**src/rtl/pipeline_ctrl.sv**
```systemverilog
// pipeline_ctrl: stall/flush sequencer for the 5-stage RV32I pipeline.
// Memory-wait watchdog plus saturating stall/flush counters.
module pipeline_ctrl #(
   parameter int TIMEOUT = 16,
   parameter int CNT_W   = 16
) (
   input  logic             clk,
   input  logic             rst_n,
   input  logic             hazard_stall_i,
   input  logic             branch_taken_i,
   input  logic             imem_ready_i,
   input  logic             dmem_req_i,
   input  logic             dmem_ready_i,
   output logic             pc_we_o,
   output logic             pc_sel_o,
   output logic             if_id_we_o,
   output logic             if_id_flush_o,
   output logic             id_ex_we_o,
   output logic             id_ex_flush_o,
   output logic             ex_mem_we_o,
   output logic             mem_wb_flush_o,
   output logic             err_o,
   output logic [CNT_W-1:0] stall_cnt_o,
   output logic [CNT_W-1:0] flush_cnt_o
);

   typedef enum logic [1:0] {
      RUN,
      MEM_WAIT,
      IF_WAIT,
      ERROR
   } state_t;

   localparam int WC_W = (TIMEOUT > 2) ? $clog2(TIMEOUT) : 1;
   localparam logic [WC_W-1:0] WC_LAST = WC_W'(TIMEOUT - 1);

   state_t          state;
   logic [WC_W-1:0] wait_cnt;
   logic            mem_freeze;
   logic            if_miss;

   assign mem_freeze = dmem_req_i & ~dmem_ready_i;
   // fetch miss only counts when nothing stronger owns the cycle
   assign if_miss = ~imem_ready_i & ~hazard_stall_i & ~branch_taken_i;

   always_comb begin
      pc_we_o        = 1'b1;
      pc_sel_o       = 1'b0;
      if_id_we_o     = 1'b1;
      if_id_flush_o  = 1'b0;
      id_ex_we_o     = 1'b1;
      id_ex_flush_o  = 1'b0;
      ex_mem_we_o    = 1'b1;
      mem_wb_flush_o = 1'b0;
      if (!rst_n) begin
         pc_we_o        = 1'b0;
         if_id_we_o     = 1'b0;
         id_ex_we_o     = 1'b0;
         ex_mem_we_o    = 1'b0;
         if_id_flush_o  = 1'b1;
         id_ex_flush_o  = 1'b1;
         mem_wb_flush_o = 1'b1;
      end else if (state == ERROR) begin
         pc_we_o     = 1'b0;
         if_id_we_o  = 1'b0;
         id_ex_we_o  = 1'b0;
         ex_mem_we_o = 1'b0;
      end else if (mem_freeze) begin
         pc_we_o        = 1'b0;
         if_id_we_o     = 1'b0;
         id_ex_we_o     = 1'b0;
         ex_mem_we_o    = 1'b0;
         mem_wb_flush_o = 1'b1;
      end else if (hazard_stall_i) begin
         pc_we_o       = 1'b0;
         if_id_we_o    = 1'b0;
         id_ex_flush_o = 1'b1;
      end else if (branch_taken_i) begin
         pc_sel_o      = 1'b1;
         if_id_flush_o = 1'b1;
      end else if (!imem_ready_i) begin
         pc_we_o       = 1'b0;
         if_id_flush_o = 1'b1;
      end
   end

   always_ff @(posedge clk or negedge rst_n) begin
      if (!rst_n) begin
         state       <= RUN;
         wait_cnt    <= '0;
         err_o       <= 1'b0;
         stall_cnt_o <= '0;
         flush_cnt_o <= '0;
      end else begin
         if (state != ERROR) begin
            if (!pc_we_o && stall_cnt_o != '1)
               stall_cnt_o <= stall_cnt_o + CNT_W'(1);
            if (pc_sel_o && flush_cnt_o != '1)
               flush_cnt_o <= flush_cnt_o + CNT_W'(1);
         end
         unique case (state)
            RUN: begin
               if (mem_freeze) begin
                  state    <= MEM_WAIT;
                  wait_cnt <= '0;
               end else if (if_miss) begin
                  state    <= IF_WAIT;
                  wait_cnt <= '0;
               end
            end
            MEM_WAIT: begin
               if (!mem_freeze) begin
                  state    <= RUN;
                  wait_cnt <= '0;
               end else if (wait_cnt == WC_LAST) begin
                  state    <= ERROR;
                  wait_cnt <= '0;
                  err_o    <= 1'b1;
               end else begin
                  wait_cnt <= wait_cnt + WC_W'(1);
               end
            end
            IF_WAIT: begin
               if (mem_freeze) begin
                  state    <= MEM_WAIT;
                  wait_cnt <= '0;
               end else if (imem_ready_i) begin
                  state    <= RUN;
                  wait_cnt <= '0;
               end else if (wait_cnt == WC_LAST) begin
                  state    <= ERROR;
                  wait_cnt <= '0;
                  err_o    <= 1'b1;
               end else begin
                  wait_cnt <= wait_cnt + WC_W'(1);
               end
            end
            ERROR: begin
               state <= ERROR;
            end
         endcase
      end
   end

endmodule

```
**config.mk**
```make
export PLATFORM = sky130hd
export DESIGN_NAME = pipeline_ctrl
export DESIGN_NICKNAME = d
export VERILOG_FILES = /design/src/rtl/pipeline_ctrl.sv
export SDC_FILE = /design/constraint.sdc
export NUM_CORES = 1
export LEC_CHECK = 0
export ABC_AREA = 1
export BUFFER_PORTS_ARGS = -buffer_cell sky130_fd_sc_hd__buf_2
export CAP_MARGIN = 20
export CORE_ASPECT_RATIO = 1.2
export CORE_MARGIN = 1
export CORE_UTILIZATION = 60
export DETAILED_ROUTE_END_ITERATION = 16
export GPL_TIMING_DRIVEN = 0
export PLACE_DENSITY_LB_ADDON = 0.05
export SLEW_MARGIN = 25
export SYNTH_ARGS = -nofsm -noshare
export SYNTH_HDL_FRONTEND = slang
export SYNTH_SLANG_ARGS = --single-unit
```
**constraint.sdc**
```tcl
create_clock -name clk -period 3.2 [get_ports clk]
set_input_delay 0.32 -clock clk [delete_from_list [all_inputs] [get_ports clk]]
set_output_delay 0.32 -clock clk [all_outputs]
set_load 0.1 [all_outputs]
```
======== After elaboration in Yosys (flattened, before gate mapping) ========
Index checks and enable logic that the tools add are counted.
cells by class
  reduce and logical (&&, ||, !) cells .... 10
  equality and inequality tests ........... 11
  multiplexer cells ....................... 50
  $add $sub $neg .......................... 3
  bitwise gates (word level) .............. 7
operators with widths
  kind                   count
  $mux 1                 35
  $add 16x1->16 const B  2
  $ne 16x16->1 const B   2
  $mux 4                 6
  $mux 2                 6
  $pmux 4 s3             1
  $ne 2x2->1 const B     4
  $pmux 2 s4             1
  $reduce_and 2->1       3
  $add 4x1->4 const B    1
  $eq 2x2->1 const B     2
  $eq 4x4->1 const B     1
  $not 1->1              4
  $reduce_and 4->1       1
  $and 1x1->1            3
  $ne 3x3->1 const B     1
  $reduce_bool 3->1      1
  $eq 2x1->1 const B     1
  $logic_and 1x1->1      2
  $logic_not 2->1        1
  $pmux 1 s2             1
  $reduce_bool 2->1      1
  $logic_not 1->1        1
storage, ports and cells
  logic and storage cells ................. 86
  bits of input ports ..................... 7
  bits in registers ....................... 39

======== Logic depth before layout (Yosys ltp) ========
  word-level depth ........................ 9
  gate-level depth with buffers ........... 10
  mapped depth without buffers ............ 10

======== Least setup slack after synthesis ========
Ideal clock, no wire load.
  path type ............................... flip-flop to output port
  start ................................... reg state[1]
  end ..................................... out id_ex_flush_o
  arrival time ............................ 2.930 ns
  required time ........................... 2.880 ns
  path slack .............................. -0.050 ns
  stages on the path, launching flop included .. 5
  cell sequence ........................... dfrtp_1 -> ha_1 -> nor2_2 -> inv_1 -> o21ai_0
on the way
  word-level cells in the longest chain between the ends .. 3
ends and longest elaborated chain
  item                    line  source
  from (decl)             37    state_t state;
  from (signal assigned)  89    state <= RUN;
  from (signal assigned)  104   state <= MEM_WAIT;
  from (signal assigned)  107   state <= IF_WAIT;
  $eq 2x2->1              63    end else if (state == ERROR) begin
  $mux 1                  63
  $mux 1                  55    if (!rst_n) begin
  to (decl)               19    output logic id_ex_flush_o,
Every way passes these cells.

======== Final worst setup path ========
  start ................................... in rst_n
  end ..................................... out pc_sel_o
on the way
  word-level cells in the longest chain between the ends .. 1
ends and longest elaborated chain
  item         line  source
  from (decl)  8     input logic rst_n,
  $mux 1       55
  to (decl)    15    output logic pc_sel_o,
Every way passes these cells.

==> reports/metrics.csv <==
metric,value,unit
outcome,"complete, no violations",
max-cap-violations,0,
cts_resized,0,
p_leak,1.77,nW
pin_count,48,
diodes,0,
combPwrFrac,47.7,%
pwr-share-clk,22.0,%
cts_root_buf,clkbuf_8,
tightest_slew,0.907,ns
drt-total-wl,6.22,mm
switching_share,50.3,%
die_h,76.5,um
hold_viol,0,
grt_max_degree,41,
dp_hpwl,4.55,mm
fin_nets,469,
crit_path_start,rst_n,
cts_post_setup_buffers_inserted,0,
fin_ws,0.725,ns
dr_total_vias,2703,
grt_pass1_vias,2449,
power_density,698,nW/um2
ant_nets,0,
postSynthCellCount,400,
clock_latency,0.29,ns
cts_tree,yes,
vdd_drop_max,0.000575,V
coreArea,4360,um2
cts_num_sinks,39,
area_growth,15.8,%
setup_tns,0,ns
yosys_warnings,0,
die_x,64.1,um
initial_utilization,63.7,%
place_ws,0.702,ns
synth_area_leaders,"dfrtp_1 (35%), nand2_1 (23%), inv_1 (5.7%), nand3_1 (4.7%), nor2_1 (4.5%)",
worstSetupPathType,in -> out,
fin_worst_skew,0.00905,ns
crit_required,2.88,ns
drive_gt1_share,18.5,%
avgViaCountPerCell,5.29,
cts_buffer_depth,2,
worst_hold_path_type,in -> async,
htree_levels,2,
crit_path_end_kind,primary output,
rows,26,
syn_nets,415,
yosysSeqAreaShare,35.1,%
ys_ff_latch,39,
n_fill_cell,384,
gp_congestion,0.860,
fmax,404,MHz
rsz0062_at_grt,false,
synth_top_area_share,35.1,%
antenna_found_initial,0,
avgSynthCellArea,6.94,um2
syn-cell-area,2780,um2
cts_buffers,5,
die_area,4910,um2
maxSlewViolCount,0,
critPathMaxFanout,40,
synth_top_flop_cell,dfrtp_1,
drc,0,
r2r_cells,8,
intPower,1.12,mW
place_area,3080,um2
switchingPower,1.13,mW
startpoint_type,input pin,
cts_hold_buf,0,
yosys.area.top_type,dfrtp_1,
synth.most_common_cell,nand2_1,
finalSetupViolCount,0,
dr.pass1.iters,5,
max_slew_margin,39.5,%
netlist-cell-type-count,29,
regArea,976,um2
synthTopCellsByCount,"nand2_1 (170), inv_1 (42), dfrtp_1 (39), nor2_1 (33), nand3_1 (26)",
grt_overflow_total,0,
period_share,77.4,%
grt_usage,27.7,%
synthArstFlopShare,100,%
period_minus_slack,2.48,ns
synth_edf_count,0,
fin_area,3220,um2
arrival,2.16,ns
grt_pass1_wl,10.8,mm
wl_per_cell,12.2,um
multi_input_area,1580,um2
first_iter_violations,171,
clk_pin_slew,0.08,ns
reg2reg_from,stall_cnt_o[0],
pwr-share-seq,30.3,%
io_buffers,47,
[worst max-delay path, stage by stage]
cell and delay [ns]:
buf_2 0.66, buf_2 0.31, nand4_1 0.20, inv_1 0.17, buf_2 0.44
[sequential cells by signal (all words and copies together) (netlist names)]
register / count
flush_cnt_o: 16
stall_cnt_o: 16
wait_cnt: 4
state: 2
err_o: 1
[per-stage QoR]
step                      total power, mW  hold WS, ns  util, %  cells
after floorplan                      1.56       0.0244        -    400
after global placement               1.73        0.434     70.7    503
after detailed placement             1.76        0.467     70.7    503
after CTS                            2.25        0.175     73.8    511
after global routing                 2.37        0.220     73.8    511
final                                2.25        0.133     73.8    511
[routing by layer]
metal / up-vias / global-route usage, % / wire length [um]
li1: 1357 / - / -
met1: 1277 / 31.8 / 2620
met2: 63 / 52.6 / 3310
met5: - / 0 / 0
met4: 0 / 7.33 / 59
met3: 6 / 3.74 / 226
[layout make-up]
class,instances,share of cell area (%)
Clock buffer,6,2.26
Inverter,44,5.18
Multi-Input combinational cell,312,49.2
Buffer,5,1.67
Tap cell,56,2.18
Timing Repair Buffer,47,7.32
Sequential cell,39,30.4
Clock inverter,2,1.87
[power groups by stage]
stage / clock network (mW) / logic [mW] / registers (mW)
after floorplan: 0 / 0.492 / 1.07
after global placement: 0 / 1.05 / 0.682
after detailed placement: 0 / 1.07 / 0.687
after CTS: 0.496 / 1.08 / 0.678
after global routing: 0.513 / 1.16 / 0.694
final: 0.494 / 1.07 / 0.679
[cells in the final DEF, fill, tap and decap left out]
cell	instances
buf_8	2
nand4_1	11
nand4_4	2
o21ai_0	17
nand2_2	3
buf_4	1
xnor2_1	7
ha_1	8
nor2_1	33
xor2_1	6
nand3_2	1
nor2_2	6
nor2_4	6
buf_2	48
a21o_1	1
nand3_1	26
clkbuf_8	5
clkinv_2	1
bufinv_16	2
inv_2	1
nand2_4	2
nand3b_1	4
a21oi_1	3
o22ai_1	2
buf_6	1
a31oi_1	1
nand2_1	170
dfrtp_1	39
nor3_4	1
inv_1	42
clkbuf_1	1
nand3_4	2
[cells by family (layout without fill, tap and decap cells)]
family	count (synthesis)	after routing	synth area share (%)
simple gates	267	267	44.7
buf+inv	49	104	7.93
flops	39	39	35.1
compound gates	24	24	4.55
xor+xnor	13	13	4.10
fa+ha+maj	8	8	3.60
[final timing paths]
check | endpoint | slack (ns)
setup / recovery | pc_sel_o | 0.72
hold / removal | stall_cnt_o[15] | 0.13
setup reg to reg | stall_cnt_o[13] | 1.45
hold reg to reg | err_o | 0.49
max in group asynchronous | flush_cnt_o[8] | 2.47
min in group clk | state[0] | 0.46
(Power assumes the default switching activity.)
